### src/rtl/cnn_seq_pkg.sv
// rtl/cnn_seq_pkg.sv - shared types and constants for the CNN layer sequencer
package cnn_seq_pkg;

  localparam int TI     = 16;
  localparam int TO     = 16;
  localparam int N_PACK = 16;

  // Per-layer address strides: a 3x3 layer consumes Ti*To*9 weights packed N per word.
  localparam int W_INC3 = TI * TO * 9 / N_PACK;
  localparam int W_INC1 = TO;
  localparam int P_INC  = TO;

  localparam int CFG_FIRST   = 0;
  localparam int CFG_LAST_LO = 1;
  localparam int CFG_CONV    = 2;
  localparam int CFG_LAST_HI = 3;
  localparam int CFG_LIDX_LO = 4;
  localparam int CFG_BIAS_LO = 8;
  localparam int CFG_ACT_LO  = 13;

  typedef enum logic [2:0] {
    S_IDLE  = 3'd0,
    S_LOAD  = 3'd1,
    S_START = 3'd2,
    S_WAIT  = 3'd3,
    S_GAP   = 3'd4,
    S_DONE  = 3'd5
  } seq_state_e;

  typedef struct packed {
    logic       is_conv3x3;
    logic [4:0] bias_shift;
    logic [2:0] act_shift;
  } layer_desc_t;

endpackage

### src/rtl/cnn_seq_desc_ram.sv
// rtl/cnn_seq_desc_ram.sv - layer descriptor table, one write port and one async read port
module cnn_seq_desc_ram
  import cnn_seq_pkg::*;
#(
  parameter int DEPTH = 16,
  parameter int AW    = 4
) (
  input  logic          clk_i,
  input  logic          we_i,
  input  logic [AW-1:0] waddr_i,
  input  layer_desc_t   wdata_i,
  input  logic [AW-1:0] raddr_i,
  output layer_desc_t   rdata_o
);

  layer_desc_t mem_q [DEPTH];

  always_ff @(posedge clk_i) begin
    if (we_i && (32'(waddr_i) < 32'(DEPTH))) begin
      mem_q[waddr_i] <= wdata_i;
    end
  end

  assign rdata_o = (32'(raddr_i) < 32'(DEPTH)) ? mem_q[raddr_i] : '0;

endmodule

### src/rtl/cnn_layer_sequencer.sv
// rtl/cnn_layer_sequencer.sv - runs the per-layer program/start/wait/advance loop for a whole network
// Optional per-layer done timeout enabled by defining CNN_SEQ_TIMEOUT_EN.
module cnn_layer_sequencer
  import cnn_seq_pkg::*;
#(
  parameter int N_LAYER_MAX = 16,
  parameter int W_LIDX      = 4,
  parameter int GAP_CYCLES  = 128
`ifdef CNN_SEQ_TIMEOUT_EN
  ,
  parameter int TIMEOUT_CYCLES = 1 << 20
`endif
) (
  input  logic              HCLK,
  input  logic              HRESET,
  input  logic              cfg_we,
  input  logic [W_LIDX-1:0] cfg_addr,
  input  logic [8:0]        cfg_wdata,
  input  logic [W_LIDX:0]   num_layers,
  input  logic [19:0]       base_weight_init,
  input  logic [11:0]       base_param_init,
  input  logic              seq_start,
  input  logic              seq_abort,
  input  logic              acc_layer_done,
  output logic [31:0]       acc_base_addr,
  output logic [31:0]       acc_layer_config,
  output logic              acc_layer_start,
  output logic              seq_busy,
  output logic              seq_done,
  output logic              seq_err,
  output logic [W_LIDX-1:0] cur_layer
);

  localparam int GW = $clog2(GAP_CYCLES + 1);

  seq_state_e        state_q, state_d;
  logic [W_LIDX-1:0] idx_q, idx_d;
  logic [W_LIDX:0]   nl_q, nl_d;
  logic [19:0]       wbase_q, wbase_d;
  logic [11:0]       pbase_q, pbase_d;
  logic [GW-1:0]     gap_q, gap_d;
  logic              done_q, done_d;
  logic              err_q, err_d;
  logic [31:0]       base_q, base_d;
  logic [31:0]       cfg_q, cfg_d;
  layer_desc_t       rd_desc;
  logic              last_layer;

`ifdef CNN_SEQ_TIMEOUT_EN
  localparam int TW = $clog2(TIMEOUT_CYCLES + 1);
  logic [TW-1:0] tmo_q, tmo_d;
`endif

  cnn_seq_desc_ram #(
    .DEPTH (N_LAYER_MAX),
    .AW    (W_LIDX)
  ) u_desc_ram (
    .clk_i   (HCLK),
    .we_i    (cfg_we && (state_q == S_IDLE)),
    .waddr_i (cfg_addr),
    .wdata_i (cfg_wdata),
    .raddr_i (idx_q),
    .rdata_o (rd_desc)
  );

  assign last_layer = ({1'b0, idx_q} == (nl_q - 1'b1));

  always_comb begin
    state_d         = state_q;
    idx_d           = idx_q;
    nl_d            = nl_q;
    wbase_d         = wbase_q;
    pbase_d         = pbase_q;
    gap_d           = gap_q;
    done_d          = done_q;
    err_d           = err_q;
    base_d          = base_q;
    cfg_d           = cfg_q;
    acc_layer_start = 1'b0;
`ifdef CNN_SEQ_TIMEOUT_EN
    tmo_d           = tmo_q;
`endif
    unique case (state_q)
      S_IDLE: begin
        if (seq_start) begin
          done_d  = 1'b0;
          err_d   = 1'b0;
          nl_d    = num_layers;
          wbase_d = base_weight_init;
          pbase_d = base_param_init;
          idx_d   = '0;
          if (32'(num_layers) > 32'(N_LAYER_MAX)) begin
            err_d = 1'b1;
          end else if (num_layers == '0) begin
            state_d = S_DONE;
          end else begin
            state_d = S_LOAD;
          end
        end
      end
      S_LOAD: begin
        base_d                      = {pbase_q, wbase_q};
        cfg_d                       = '0;
        cfg_d[CFG_ACT_LO +: 3]      = rd_desc.act_shift;
        cfg_d[CFG_BIAS_LO +: 5]     = rd_desc.bias_shift;
        cfg_d[CFG_LIDX_LO +: 4]     = 4'(idx_q);
        cfg_d[CFG_LAST_HI]          = last_layer;
        cfg_d[CFG_CONV]             = rd_desc.is_conv3x3;
        cfg_d[CFG_LAST_LO]          = last_layer;
        cfg_d[CFG_FIRST]            = (idx_q == '0);
        state_d                     = S_START;
      end
      S_START: begin
        acc_layer_start = 1'b1;
        state_d         = S_WAIT;
`ifdef CNN_SEQ_TIMEOUT_EN
        tmo_d           = '0;
`endif
      end
      S_WAIT: begin
        if (acc_layer_done) begin
          state_d = S_GAP;
          gap_d   = '0;
        end
`ifdef CNN_SEQ_TIMEOUT_EN
        else if (tmo_q == TW'(TIMEOUT_CYCLES - 1)) begin
          err_d   = 1'b1;
          state_d = S_IDLE;
        end else begin
          tmo_d = tmo_q + 1'b1;
        end
`endif
      end
      S_GAP: begin
        if (gap_q == GW'(GAP_CYCLES - 1)) begin
          wbase_d = wbase_q + (rd_desc.is_conv3x3 ? 20'(W_INC3) : 20'(W_INC1));
          pbase_d = pbase_q + 12'(P_INC);
          idx_d   = idx_q + 1'b1;
          state_d = last_layer ? S_DONE : S_LOAD;
        end else begin
          gap_d = gap_q + 1'b1;
        end
      end
      S_DONE: begin
        done_d  = 1'b1;
        state_d = S_IDLE;
      end
      default: state_d = S_IDLE;
    endcase

    // Abort overrides everything, including a done arriving in the same cycle.
    if (seq_abort && (state_q != S_IDLE)) begin
      state_d         = S_IDLE;
      acc_layer_start = 1'b0;
      err_d           = 1'b1;
      done_d          = done_q;
    end
  end

  always_ff @(posedge HCLK) begin
    if (HRESET) begin
      state_q <= S_IDLE;
      idx_q   <= '0;
      nl_q    <= '0;
      wbase_q <= '0;
      pbase_q <= '0;
      gap_q   <= '0;
      done_q  <= 1'b0;
      err_q   <= 1'b0;
      base_q  <= '0;
      cfg_q   <= '0;
`ifdef CNN_SEQ_TIMEOUT_EN
      tmo_q   <= '0;
`endif
    end else begin
      state_q <= state_d;
      idx_q   <= idx_d;
      nl_q    <= nl_d;
      wbase_q <= wbase_d;
      pbase_q <= pbase_d;
      gap_q   <= gap_d;
      done_q  <= done_d;
      err_q   <= err_d;
      base_q  <= base_d;
      cfg_q   <= cfg_d;
`ifdef CNN_SEQ_TIMEOUT_EN
      tmo_q   <= tmo_d;
`endif
    end
  end

  assign acc_base_addr    = base_q;
  assign acc_layer_config = cfg_q;
  assign seq_busy         = (state_q != S_IDLE);
  assign seq_done         = done_q;
  assign seq_err          = err_q;
  assign cur_layer        = idx_q;

endmodule

### config.mk
export PLATFORM = sky130hd
export DESIGN_NAME = cnn_layer_sequencer
export DESIGN_NICKNAME = d
export VERILOG_FILES = /design/src/rtl/cnn_seq_pkg.sv /design/src/rtl/cnn_seq_desc_ram.sv /design/src/rtl/cnn_layer_sequencer.sv
export SDC_FILE = /design/constraint.sdc
export NUM_CORES = 1
export LEC_CHECK = 0
export CORE_ASPECT_RATIO = 0.6
export CORE_MARGIN = 3
export CORE_UTILIZATION = 47
export DETAILED_ROUTE_END_ITERATION = 7
export PLACE_DENSITY = 0.78
export SYNTH_ARGS = -nofsm -noshare
export SYNTH_HDL_FRONTEND = slang
export SYNTH_SLANG_ARGS = --single-unit
export TNS_END_PERCENT = 100
### constraint.sdc
create_clock -name HCLK -period 3.3 [get_ports HCLK]
set_clock_uncertainty 0.15 [all_clocks]
set_input_delay 0.99 -clock HCLK [delete_from_list [all_inputs] [get_ports HCLK]]
set_output_delay 0.99 -clock HCLK [all_outputs]
set_load 0.01 [all_outputs]
### Word level (Yosys, flattened, before mapping)

Memory sizes are Yosys's and may differ from the RTL's. A register that Yosys moved wholly into a read port is not among the register bits.
Cells that the tools add are included.

* output and inout port bits: 72
* memories kept: 1
* word-level logic and storage cells: 80
* memory bits (writable): 144
* input bits: 56
* register bits: 102

* magnitude comparators: 1
* bitwise operators: 1
* multiplexer cells: 32
* add/subtract/negate cells: 5
* equal/unequal tests: 12
* reductions and logical operators: 18

Memory list
* u_desc_ram.mem_q: words 16, bits a word 9, rd ports 1, clocked after memory_dff 1, write ports 1, line cnn_seq_desc_ram.sv:16 `layer_desc_t mem_q [DEPTH];`

Operators by type and width (count)
* $mux W20: 2
* $pmux W20 S2: 1
* $mux W12: 2
* $mux W8: 3
* $pmux W12 S2: 1
* $add A20 B8 Y20: 1
* $mux W3: 6
* $mux W4: 4
* $pmux W8 S2: 1
* $pmux W3 S5: 1
* $add A12 B5 Y12 const B: 1
* $ne A2 B2 Y1 const B: 5
* $reduce_bool A2 Y1: 5
* $mux W1: 9
* $reduce_and A3 Y1: 3
* $add A8 B1 Y8 const B: 1
* $eq A8 B7 Y1 const B: 1
* $pmux W4 S2: 1
* $eq A3 B2 Y1 const B: 2
* $eq A3 B3 Y1 const B: 2
* $eq A4 B5 Y1: 1
* $gt A5 B5 Y1 const B: 1
* $logic_not A5 Y1: 1
* $sub A5 B1 Y5 const B: 1
* other kinds (11): 13

### Logic depth before layout (Yosys ltp)

* depth after elaboration: 5
* gate-level depth with buffers: 11
* gate-level depth less buffers: 9

### Modules after synthesis

From an unflattened synthesis, not the netlist that was laid out.

* cells, all modules: 853
* area, all modules: 10319.9 sq um

Modules (own cells, without submodules)
* cnn_seq_desc_ram: seq. area each 4324.1 sq um, area each 5600.4 sq um, times used 1, cells an instance 245
* cnn_layer_sequencer: seq. area each 2021.9 sq um, area each 4719.5 sq um, times used 1, cells an instance 608

### Least setup slack after synthesis

Ideal clock, no wire load.

* path type: register to register
* start point: reg with a tool-made name
* end point: reg wbase_q[17]
* cell stages (with the launch flop): 12
* library setup time: 115 ps
* arrival time: 2795 ps
* path buffers: 2
* slack: 241 ps
* clock period less this slack: 3059 ps
* data required time: 3035 ps
* path through: dfxtp_1 > clkbuf_1 > clkbuf_1 > mux4_2 > nand3b_1 > nand4_1 > ha_1 > a41oi_1 > nor3_1 > a31o_2 > a21oi_1 > a2111oi_0

RTL lines
* to (signal assigned): line cnn_layer_sequencer.sv:179 `wbase_q <= wbase_d;`
* to (decl): line cnn_layer_sequencer.sv:39 `logic [19:0] wbase_q, wbase_d;`

### Worst setup path in the final report

* start point: reg state_q[0]
* end point: out seq_busy

* longest elaborated chain between the ends: 1

Ends and longest elaborated chain
* from (decl): line cnn_layer_sequencer.sv:36 `seq_state_e state_q, state_d;`
* from (signal assigned): line cnn_layer_sequencer.sv:176 `state_q <= state_d;`
* $reduce_bool A3 Y1: line cnn_layer_sequencer.sv:194 `assign seq_busy = (state_q != S_IDLE);`
* to (decl): line cnn_layer_sequencer.sv:28 `output logic seq_busy,`

No other way between the ends.

==> results.json <==
{
  "initial_core_util": 0.483,
  "synth_ff_type": "edfxtp_1",
  "clockPowerShare": 0.402,
  "rr_worst_depth": 9,
  "grt_pass1_vias": 6846,
  "clk_pin_slew_ns": 0.06,
  "final_area_um2": 12400,
  "end_kind": "output pin",
  "diodes": 0,
  "dieArea_um2": 23600,
  "insertion_delay_ns": 0.51,
  "ys_seq_area_frac": 0.630,
  "path_class": "reg -> out",
  "die_w_um": 196,
  "worstHoldStart": "wbase_q[3]",
  "synth-xor-area-share": 0.0103,
  "io_buffers": 111,
  "combPwrFrac": 0.083,
  "synth_seq_cells": 249,
  "peakVddDrop_v": 0.000452,
  "synth_area_leaders": "edfxtp_1 (42%), dfxtp_1 (21%), mux4_2 (7.9%)",
  "cp-start-kind": "flop",
  "yosysWarningCount": 0,
  "grt_max_degree": 64,
  "fillCellCount": 1709,
  "cts_buffers": 23,
  "die_h_um": 120,
  "slew_headroom": 0.466,
  "cts_max_path_buffers": 3,
  "yosys.area.top_type": "edfxtp_1",
  "synth_fa_ha_area_frac": 0.0105,
  "fmax_mhz": 315,
  "rsz0062_at_grt": "false",
  "grtUsageTotal": 0.206,
  "power_density_nw_per_um2": 539,
  "seq_power_share": 0.516,
  "ios": 128,
  "sw_frac_of_total": 0.228,
  "arrival_ns": 2.03,
  "crit_start": "state_q[0]",
  "cts.sink_count": 249,
  "hold_buffers": 0,
  "yosysTopAreaCellShare": 0.424,
  "synthCells": 850,
  "synth_edf_count": 144,
  "setup_violations": 0,
  "holdPathStages": 2,
  "antenna_left": 0,
  "syn_area_per_cell_um2": 12.0,
  "gp_congestion": 0.854,
  "vias": 7155,
  "fp-row-count": 41,
  "cts_tree": "done",
  "finalNetCount": 1030,
  "status": "finished clean",
  "totalWireLength_mm": 24.6,
  "yosys-mux-area-fraction": 0.0814,
  "drv_cap": 0,
  "period_minus_slack_ns": 3.17,
  "ys_types": 63,
  "area_growth_pct": 21.7,
  "dr.first_iter.drc_count": 751,
  "async_reset_ff_frac": 0,
  "synth_top_family_by_area": "simple AND/OR/NAND/NOR gates",
  "multi_input_area_um2": 3460,
  "power_switching_uw": 1530,
  "post-cts-setup-buffers": 0,
  "syn_area_um2": 10200,
  "p_int_uw": 5170,
  "placed_area_um2": 11700,
  "worstMarginPinSlew_ns": 0.798,
  "grt_overflow": 0,
  "dp_hpwl_mm": 16.5,
  "wl_per_cell_um": 19.5,
  "antenna_found_initial": 0,
  "slew_viol_final": 0,
  "grt_pass1_wl_mm": 38.3,
  "synth_compound_area_frac": 0.102,
  "synthSimpleGateAreaFrac": 0.129,
  "drc": 0,
  "drtPass1Iterations": 5,
  "finalCritPeriodShare": 0.962,
  "cts.htree.levels": 1,
  "drive_above_1_share": 0.123,
  "worstPathRequired_ns": 2.16,
  "min-delay-path-class": "reg -> reg",
  "final-seq-area_um2": 6430,
  "coreArea_um2": 21100,
  "cts_root_buffer": "clkbuf_16",
  "p_leak_uw": 0.00409,
  "hold_viol_final": 0,
  "cp_max_fo": 13,
  "via_per_inst": 5.67,
  "whs_ns": 0.301
}
cell families after synthesis:
family / count (synthesis)
muxes: 38
xor gates and xnor gates: 12
adders and majority gates: 9
buffers and inverters: 79
DFF: 249
AOI/OAI and AO/OA: 170
and+or+nand+nor: 292
other: 1
per-layer routing:
metal	routed length, um	GRT usage	up-vias
met1	11700	0.329	3461
met2	10600	0.301	315
met3	1950	0.0340	28
li1	-	-	3351
met4	343	0.0343	0
met5	0	0	-
synthesized netlist by cell type (4+ instances only):
library cell / n
nor3_1: 26
dfxtp_1: 105
mux4_2: 36
edfxtp_1: 144
o22ai_1: 20
buf_2: 13
nand2_1: 143
nand4_1: 7
nand3_1: 19
a21oi_1: 87
o21ai_0: 15
a31oi_1: 8
or3_1: 5
xnor2_1: 9
inv_1: 7
buf_4: 17
nor2_1: 59
a2bb2oi_1: 6
a211oi_1: 6
ha_1: 7
clkbuf_1: 37
nand4b_1: 4
nand2b_1: 6
buf_1: 5
critical path: stages, from the launching register on:
cell and delay, ns:
dfxtp_1 0.60, nor3_1 0.11, inv_1 0.22, clkdlybuf4s50_1 0.59
what timing repair did:
| action | CTS | global route |
|---|---|---|
| hold endpoints to repair | 0 | 0 |
| resized for setup | 1 | 2 |
| pin swaps | 0 | 0 |
| setup endpoints to repair | 1 | 3 |
power groups by stage:
stage / Combinational [uW] / Sequential, uW / Clock, uW
after floorplan: 303 / 3500 / 0
after global placement: 535 / 3510 / 0
after detailed placement: 548 / 3520 / 0
after CTS: 552 / 3450 / 2740
after global routing: 605 / 3460 / 2870
final: 554 / 3450 / 2690
sequential cells by signal, summed over array words and instances, names as in the netlist, named ones only:
| signal | count |
|---|---|
| wbase_q | 20 |
| acc_layer_config | 15 |
| seq_err | 1 |
| seq_done | 1 |
| u_desc_ram.mem_q | 144 |
| pbase_q | 12 |
| acc_base_addr | 32 |
| cur_layer | 4 |
| gap_q | 8 |
| nl_q | 5 |
| state_q | 3 |
cells in the final DEF, fill, tap and decap left out, types with 6 or more instances in the layout:
cell / count
buf_4: 39
nand2_1: 142
mux4_2: 36
ha_1: 7
o22ai_1: 20
conb_1: 16
nand4_1: 7
inv_1: 7
edfxtp_1: 144
a211oi_1: 6
nand3_1: 19
clkbuf_16: 23
o21ai_0: 15
xnor2_1: 9
nor3_1: 25
clkdlybuf4s50_1: 109
a2bb2oi_1: 6
a31oi_1: 8
dfxtp_1: 104
nand2b_1: 6
a21oi_1: 87
nor2_1: 59
through the flow:
stage	util	worst slack, ns	total power [uW]	setup TNS (ns)	cells
2_1_floorplan	-	0.241	3800	0	865
3_3_place_gp	0.551	-0.113	4050	-0.113	1221
3_5_place_dp	0.551	-0.0929	4060	-0.0929	1221
4_1_cts	0.587	0.124	6740	0	1262
5_1_grt	0.587	0.0541	6930	0	1262
6_report	0.587	0.127	6690	0	1262
final timing paths:
kind | slack, ns | to
setup / recovery | 0.13 | seq_busy
hold / removal | 0.30 | acc_base_addr[3]
setup reg to reg | 0.35 | wbase_q[17]
hold reg to reg | 0.30 | acc_base_addr[3]
layout make-up:
cell class | instances | area share
Inverter | 7 | 0.00212
Multi-Input combinational cell | 537 | 0.279
Sequential cell | 249 | 0.518
Tap cell | 279 | 0.0281
Clock buffer | 30 | 0.0501
Clock inverter | 11 | 0.0110
Timing Repair Buffer | 149 | 0.112
No activity file was read; power rests on OpenSTA's default activity.
